==> src/rtl/wish_unpack_var.sv <==
// wish_unpack_var
//   Wishbone-style stream unpacker. Each accepted wide word of NUM_PACK lanes
//   is split into DATA_WIDTH-bit beats on the narrow destination port. Only
//   the first s_cnt_i lanes in the selected lane order are emitted. A
//   two-entry buffer (ACTIVE + PENDING) sustains one beat per cycle across
//   word boundaries.
//
// Ports
//   clk_i, rst_ni       clock, asynchronous active-low reset
//   s_stb_i, s_cyc_i    source strobe / cycle
//   s_ack_o, s_stall_o  source accept / stall (stall = cyc & !ack)
//   s_dat_i             wide word, lane k at bits k*DATA_WIDTH +: DATA_WIDTH
//   s_cnt_i             valid lanes (0 or >NUM_PACK means NUM_PACK)
//   s_tgc_i             word tag: bit0 SOP, bit1 EOP, upper bits user sideband
//   d_stb_o, d_cyc_o    beat valid (identical)
//   d_ack_i             consumer takes beat
//   d_dat_o, d_tgc_o    beat data / beat tag
//   occ_o               words held (0..2)
module wish_unpack_var #(
  parameter int unsigned DATA_WIDTH    = 8,
  parameter int unsigned NUM_PACK      = 4,
  parameter int unsigned TGC_WIDTH     = 2,
  parameter int unsigned LITTLE_ENDIAN = 1,
  parameter int unsigned CNT_W         = $clog2(NUM_PACK) + 1
) (
  input  logic                           clk_i,
  input  logic                           rst_ni,
  input  logic                           s_stb_i,
  input  logic                           s_cyc_i,
  output logic                           s_ack_o,
  output logic                           s_stall_o,
  input  logic [DATA_WIDTH*NUM_PACK-1:0] s_dat_i,
  input  logic [CNT_W-1:0]               s_cnt_i,
  input  logic [TGC_WIDTH-1:0]           s_tgc_i,
  output logic                           d_stb_o,
  output logic                           d_cyc_o,
  input  logic                           d_ack_i,
  output logic [DATA_WIDTH-1:0]          d_dat_o,
  output logic [TGC_WIDTH-1:0]           d_tgc_o,
  output logic [1:0]                     occ_o
);

  localparam int unsigned WW = DATA_WIDTH * NUM_PACK;

  logic                 act_valid, act_valid_n;
  logic [WW-1:0]        act_dat, act_dat_n;
  logic [CNT_W-1:0]     act_cnt, act_cnt_n;
  logic [TGC_WIDTH-1:0] act_tag, act_tag_n;
  logic [CNT_W-1:0]     act_idx, act_idx_n;

  logic                 pend_valid, pend_valid_n;
  logic [WW-1:0]        pend_dat, pend_dat_n;
  logic [CNT_W-1:0]     pend_cnt, pend_cnt_n;
  logic [TGC_WIDTH-1:0] pend_tag, pend_tag_n;

  logic                 ack_q, ack_n;
  logic [CNT_W-1:0]     in_cnt;
  logic                 s_fire, beat_fire, last_beat;
  logic [31:0]          lane;

  // Lane count normalised once at acceptance so the beat logic only ever sees 1..NUM_PACK.
  assign in_cnt = (s_cnt_i == '0 || s_cnt_i > CNT_W'(NUM_PACK)) ? CNT_W'(NUM_PACK) : s_cnt_i;

  assign s_fire    = s_stb_i & s_cyc_i & ack_q;
  assign beat_fire = act_valid & d_ack_i;
  assign last_beat = beat_fire & (act_idx == act_cnt - CNT_W'(1));

  always_comb begin
    act_valid_n  = act_valid;
    act_dat_n    = act_dat;
    act_cnt_n    = act_cnt;
    act_tag_n    = act_tag;
    act_idx_n    = act_idx;
    pend_valid_n = pend_valid;
    pend_dat_n   = pend_dat;
    pend_cnt_n   = pend_cnt;
    pend_tag_n   = pend_tag;

    if (!act_valid || last_beat) begin
      // ACTIVE is free (or frees this edge): PENDING has priority, and a
      // word accepted alongside it takes PENDING's place.
      act_idx_n = '0;
      if (pend_valid) begin
        act_valid_n  = 1'b1;
        act_dat_n    = pend_dat;
        act_cnt_n    = pend_cnt;
        act_tag_n    = pend_tag;
        pend_valid_n = s_fire;
        if (s_fire) begin
          pend_dat_n = s_dat_i;
          pend_cnt_n = in_cnt;
          pend_tag_n = s_tgc_i;
        end
      end else if (s_fire) begin
        act_valid_n = 1'b1;
        act_dat_n   = s_dat_i;
        act_cnt_n   = in_cnt;
        act_tag_n   = s_tgc_i;
      end else begin
        act_valid_n = 1'b0;
      end
    end else begin
      if (beat_fire) begin
        act_idx_n = act_idx + CNT_W'(1);
      end
      if (s_fire) begin
        pend_valid_n = 1'b1;
        pend_dat_n   = s_dat_i;
        pend_cnt_n   = in_cnt;
        pend_tag_n   = s_tgc_i;
      end
    end

    // Registered accept keeps s_ack_o free of paths from d_ack_i / s_stb_i.
    ack_n = !pend_valid_n;
  end

  always_ff @(posedge clk_i or negedge rst_ni) begin
    if (!rst_ni) begin
      act_valid  <= 1'b0;
      act_dat    <= '0;
      act_cnt    <= '0;
      act_tag    <= '0;
      act_idx    <= '0;
      pend_valid <= 1'b0;
      pend_dat   <= '0;
      pend_cnt   <= '0;
      pend_tag   <= '0;
      ack_q      <= 1'b0;
    end else begin
      act_valid  <= act_valid_n;
      act_dat    <= act_dat_n;
      act_cnt    <= act_cnt_n;
      act_tag    <= act_tag_n;
      act_idx    <= act_idx_n;
      pend_valid <= pend_valid_n;
      pend_dat   <= pend_dat_n;
      pend_cnt   <= pend_cnt_n;
      pend_tag   <= pend_tag_n;
      ack_q      <= ack_n;
    end
  end

  always_comb begin
    lane = 32'(act_idx);
    if (LITTLE_ENDIAN == 0) begin
      lane = NUM_PACK - 1 - lane;
    end
    d_dat_o = '0;
    for (int unsigned i = 0; i < NUM_PACK; i++) begin
      if (act_valid && lane == i) begin
        d_dat_o = act_dat[i*DATA_WIDTH +: DATA_WIDTH];
      end
    end
  end

  always_comb begin
    d_tgc_o = '0;
    if (act_valid) begin
      d_tgc_o    = act_tag;
      d_tgc_o[0] = act_tag[0] & (act_idx == '0);
      d_tgc_o[1] = act_tag[1] & (act_idx == act_cnt - CNT_W'(1));
    end
  end

  assign s_ack_o   = ack_q;
  assign s_stall_o = s_cyc_i & ~ack_q;
  assign d_stb_o   = act_valid;
  assign d_cyc_o   = act_valid;
  assign occ_o     = {1'b0, act_valid} + {1'b0, pend_valid};

endmodule
==> config.mk <==
export PLATFORM = sky130hd
export DESIGN_NAME = wish_unpack_var
export DESIGN_NICKNAME = d
export VERILOG_FILES = /design/src/rtl/wish_unpack_var.sv
export SDC_FILE = /design/constraint.sdc
export NUM_CORES = 1
export LEC_CHECK = 0
export BUFFER_PORTS_ARGS = -buffer_cell sky130_fd_sc_hd__buf_2
export CAP_MARGIN = 30
export CORE_ASPECT_RATIO = 1.1
export CORE_UTILIZATION = 40
export CTS_CLUSTER_SIZE = 24
export DETAILED_ROUTE_END_ITERATION = 16
export SETUP_SLACK_MARGIN = 0.02
export SLEW_MARGIN = 20
export SYNTH_ARGS = -nofsm -noshare
export SYNTH_HDL_FRONTEND = slang
export SYNTH_SLANG_ARGS = --single-unit
==> constraint.sdc <==
create_clock -name clk_i -period 2.33 [get_ports clk_i]
set_input_delay 0.466 -clock clk_i [delete_from_list [all_inputs] [get_ports clk_i]]
set_output_delay 0.466 -clock clk_i [all_outputs]
set_load 0.01 [all_outputs]
==> results.cfg <==
[setup_path]
slowest_delay_ns = 0.39
worstSetupPathType = reg -> out
rr_startpoint = act_cnt[0]
crit_chain = buf_6, ha_4, ha_4, nor2_4, buf_6, o211ai_1, a21oi_1, buf_2
start_kind = flop
critical_path_peak_fanout = 8
cp_slowest_cell = dfrtp_1
critPathCaptureType = output port
arrival_ns = 1.87
cp.required_ns = 1.86
cp-startpoint = act_idx[1]

[clocking]
cts_sinks = 80
cts_buffers = 9
cts.htree.levels = 3
clk_pin_slew_ns = 0.09
cts_tree = done
clockBufferDepth = 2
clkLatencyLatePin_ns = 0.36
cts_hold_buf = 0
clockRootBuffer = clkbuf_8

[power]
p_seq_share_pct = 35.7
switchingPower_mw = 2.38
sw_frac_of_total_pct = 34.2
pwr-share-clk_pct = 14.8
p_leak_nw = 2.23
p_int_mw = 4.57
power_density_mw_per_mm2 = 1400
combPwrFrac_pct = 49.5
irDropWorstVdd_v = 0.000557

[placed_design]
port-buffer-count = 57
place_area_sq_mm = 0.00463
detailedPlace.worstSlack_ns = 0.142
place_hpwl_um = 5680
place.gp.congestion = 0.755
dp_cells = 494

[route]
wl_per_cell_um = 15.8
viasPerCell = 4.98
routed_wl_um = 8120
drtPass1Iterations = 4
drtIter0Drc = 92
vias = 2564
postRouteAntennaNets = 0
drc = 0

[floorplan]
die_h_um = 109
die_area_sq_mm = 0.0108
die_x_um = 99.3
ios = 58
core_area_sq_mm = 0.00998
start_util_pct = 41.7
fp-row-count = 38

[finish]
final.fill_count = 918
fin_cells = 515
n_antenna_cell = 0
drive_above_1_share_pct = 55.4
nets = 440
ff_latch_area_sq_mm = 0.00200
area_growth_pct = 19.3
multiInputGateArea_sq_mm = 0.00205
final_area_sq_mm = 0.00496
final_core_util_pct = 49.7

[synthesis]
synth.area.mux_share_pct = 31.6
synth_top_family_by_area = multiplexers
synthXorXnorAreaFrac_pct = 1.35
synth-compound-area-share_pct = 5.62
synthSimpleGateAreaFrac_pct = 6.31
netlist_area_sq_mm = 0.00416
yosys_register_bits = 80
synth_nets = 369
yosysWarnings = 0
ys_types = 31
yosysSeqAreaShare_pct = 48.1
netlist_instances = 319
synth_fa_ha_area_share_pct = 2.41
syn_avg_cell_area_sq_um = 13.0

[grt]
use_met2_pct = 26.7
grtUsageMet3_pct = 3.53
grt_pass1_wl_um = 13400
met1_usage_pct = 21.3
grt_max_degree = 49
antenna_found_initial = 0
grtUsageTotal_pct = 16.3
grt-busiest-layer = met2
grt_pass1_vias = 2658
overflow = 0

[sta]
max_freq_mhz = 429
setup_ws_ns = -0.00200
rsz0062_at_grt = yes
min_period_ns = 2.33
fin_skew_ns = 0.0104
hold_viol_final = 0
finalCritPeriodShare_pct = 100
setup_viol = 1
worst_pin_slew_ns = 0.462
report.final.slew_viol_count = 0
slew_headroom_pct = 69.2

[run_status]
violations = negative setup slack
status = finished, violations left

[job]
maxCapViolations = 0

[worst_hold_path]
hp-class = in -> async
## stage by stage
stage               power [mW]   TNS, ns  hold WS [ns]
floorplan                 4.83         0         0.170
global placement          5.63         0         0.450
detailed placement        5.71         0         0.454
CTS                       6.96   -0.0879        0.0525
global route              7.45    -0.460        0.0631
finish                    6.95  -0.00200        0.0420
## area by class of cell
type | count | share of cell area (%)
flip-flops and latches | 80 | 40.3
multi-input cells | 210 | 41.3
clock buffers | 9 | 2.49
clock inverters | 7 | 1.41
inverters | 11 | 0.832
repair buffers | 78 | 10.6
well taps | 120 | 3.02
## critical path, delay by kind of cell, from the launching register on
family	cells	cell delay, ns
buffers and inverters	3	0.42
flip-flops	1	0.39
adder cells (fa/ha/maj)	2	0.31
AO/OA/AOI/OAI	2	0.31
AND/OR/NAND/NOR	1	0.08
## synthesized netlist by cell type, drive strengths merged
cell	instances	area share, %
xnor3	1	0.57
nor2	4	0.54
xor2	2	0.78
dfrtp	80	48
or2	1	0.15
buf	9	2.8
nor2b	1	0.15
a21oi	12	1.4
nand3b	1	0.18
clkbuf	9	0.81
nand2b	11	1.7
o31a	1	0.21
mux2	105	31
o21ai	11	1.3
a41oi	1	0.66
nand3	3	0.48
and3	1	0.15
inv	11	0.99
mux2i	3	0.72
a21o	1	0.18
nor3	1	0.12
o21a	2	0.36
nand2	32	2.9
o211ai	8	1.4
ha	8	2.4
## cell usage in the layout (no fill, tap or decap), types with 2 or more instances in the layout
master and count:
dfrtp_1 79, mux2_2 78, buf_2 56, nand2_1 32, mux2_4 27, a21oi_1 12
buf_4 12, nand2b_1 11, inv_1 10, clkbuf_8 9, o211ai_1 8, o21ai_1 5
buf_6 5, buf_12 5, ha_4 4, o21ai_2 3, o21ai_0 3, mux2i_1 3
ha_1 3, clkinv_2 3, nor2_4 2, xor2_2 2, o21a_1 2, nand3_1 2
## timing repair
action,CTS,global route
setup buffers,4,0
gates resized for setup,29,3
pin swaps,10,9
gates cloned,1,0
endpoints found under the setup margin,9,9
## power groups by stage
stage,registers [mW],clock network [mW],logic (mW)
finish,2.48,1.03,3.44
global route,2.57,1.12,3.76
CTS,2.48,1.05,3.43
detailed placement,2.48,0,3.23
global placement,2.47,0,3.17
floorplan,2.37,0,2.46
## sequential cells by signal, indices dropped and copies added, names as in the netlist
name	cells
act_dat	32
pend_cnt	3
pend_valid	1
pend_dat	32
pend_tag	2
act_cnt	3
act_idx	3
d_cyc_o	1
act_tag	2
s_ack_o	1
## kinds of logic (layout without fill, tap and decap cells)
| family | count (synthesis) | in the layout |
|---|---|---|
| buffers and inverters | 29 | 105 |
| DFF | 80 | 80 |
| and+or+nand+nor | 55 | 55 |
| xor gates and xnor gates | 3 | 3 |
| adders and majority gates | 8 | 8 |
| muxes | 108 | 108 |
| AOI/OAI and AO/OA | 36 | 36 |
## path summary, 6_finish.rpt
path,to,slack [ns],cells after the start
min reg2reg,act_dat[19],0.51,1
min in group clk_i,pend_dat[17],0.34,2
max,d_dat_o[3],-0.002,8
max reg2reg,pend_dat[3],0.22,7
min,d_cyc_o,0.04,1
max in group asynchronous,act_idx[0],1.67,2
## per-layer routing
metal,share of wire (%),up-vias
li1,-,1257
met1,48,1260
met2,48,37
met3,2.7,10
met4,1.6,0
met5,0,-
No activity file was read; power rests on OpenSTA's default activity.
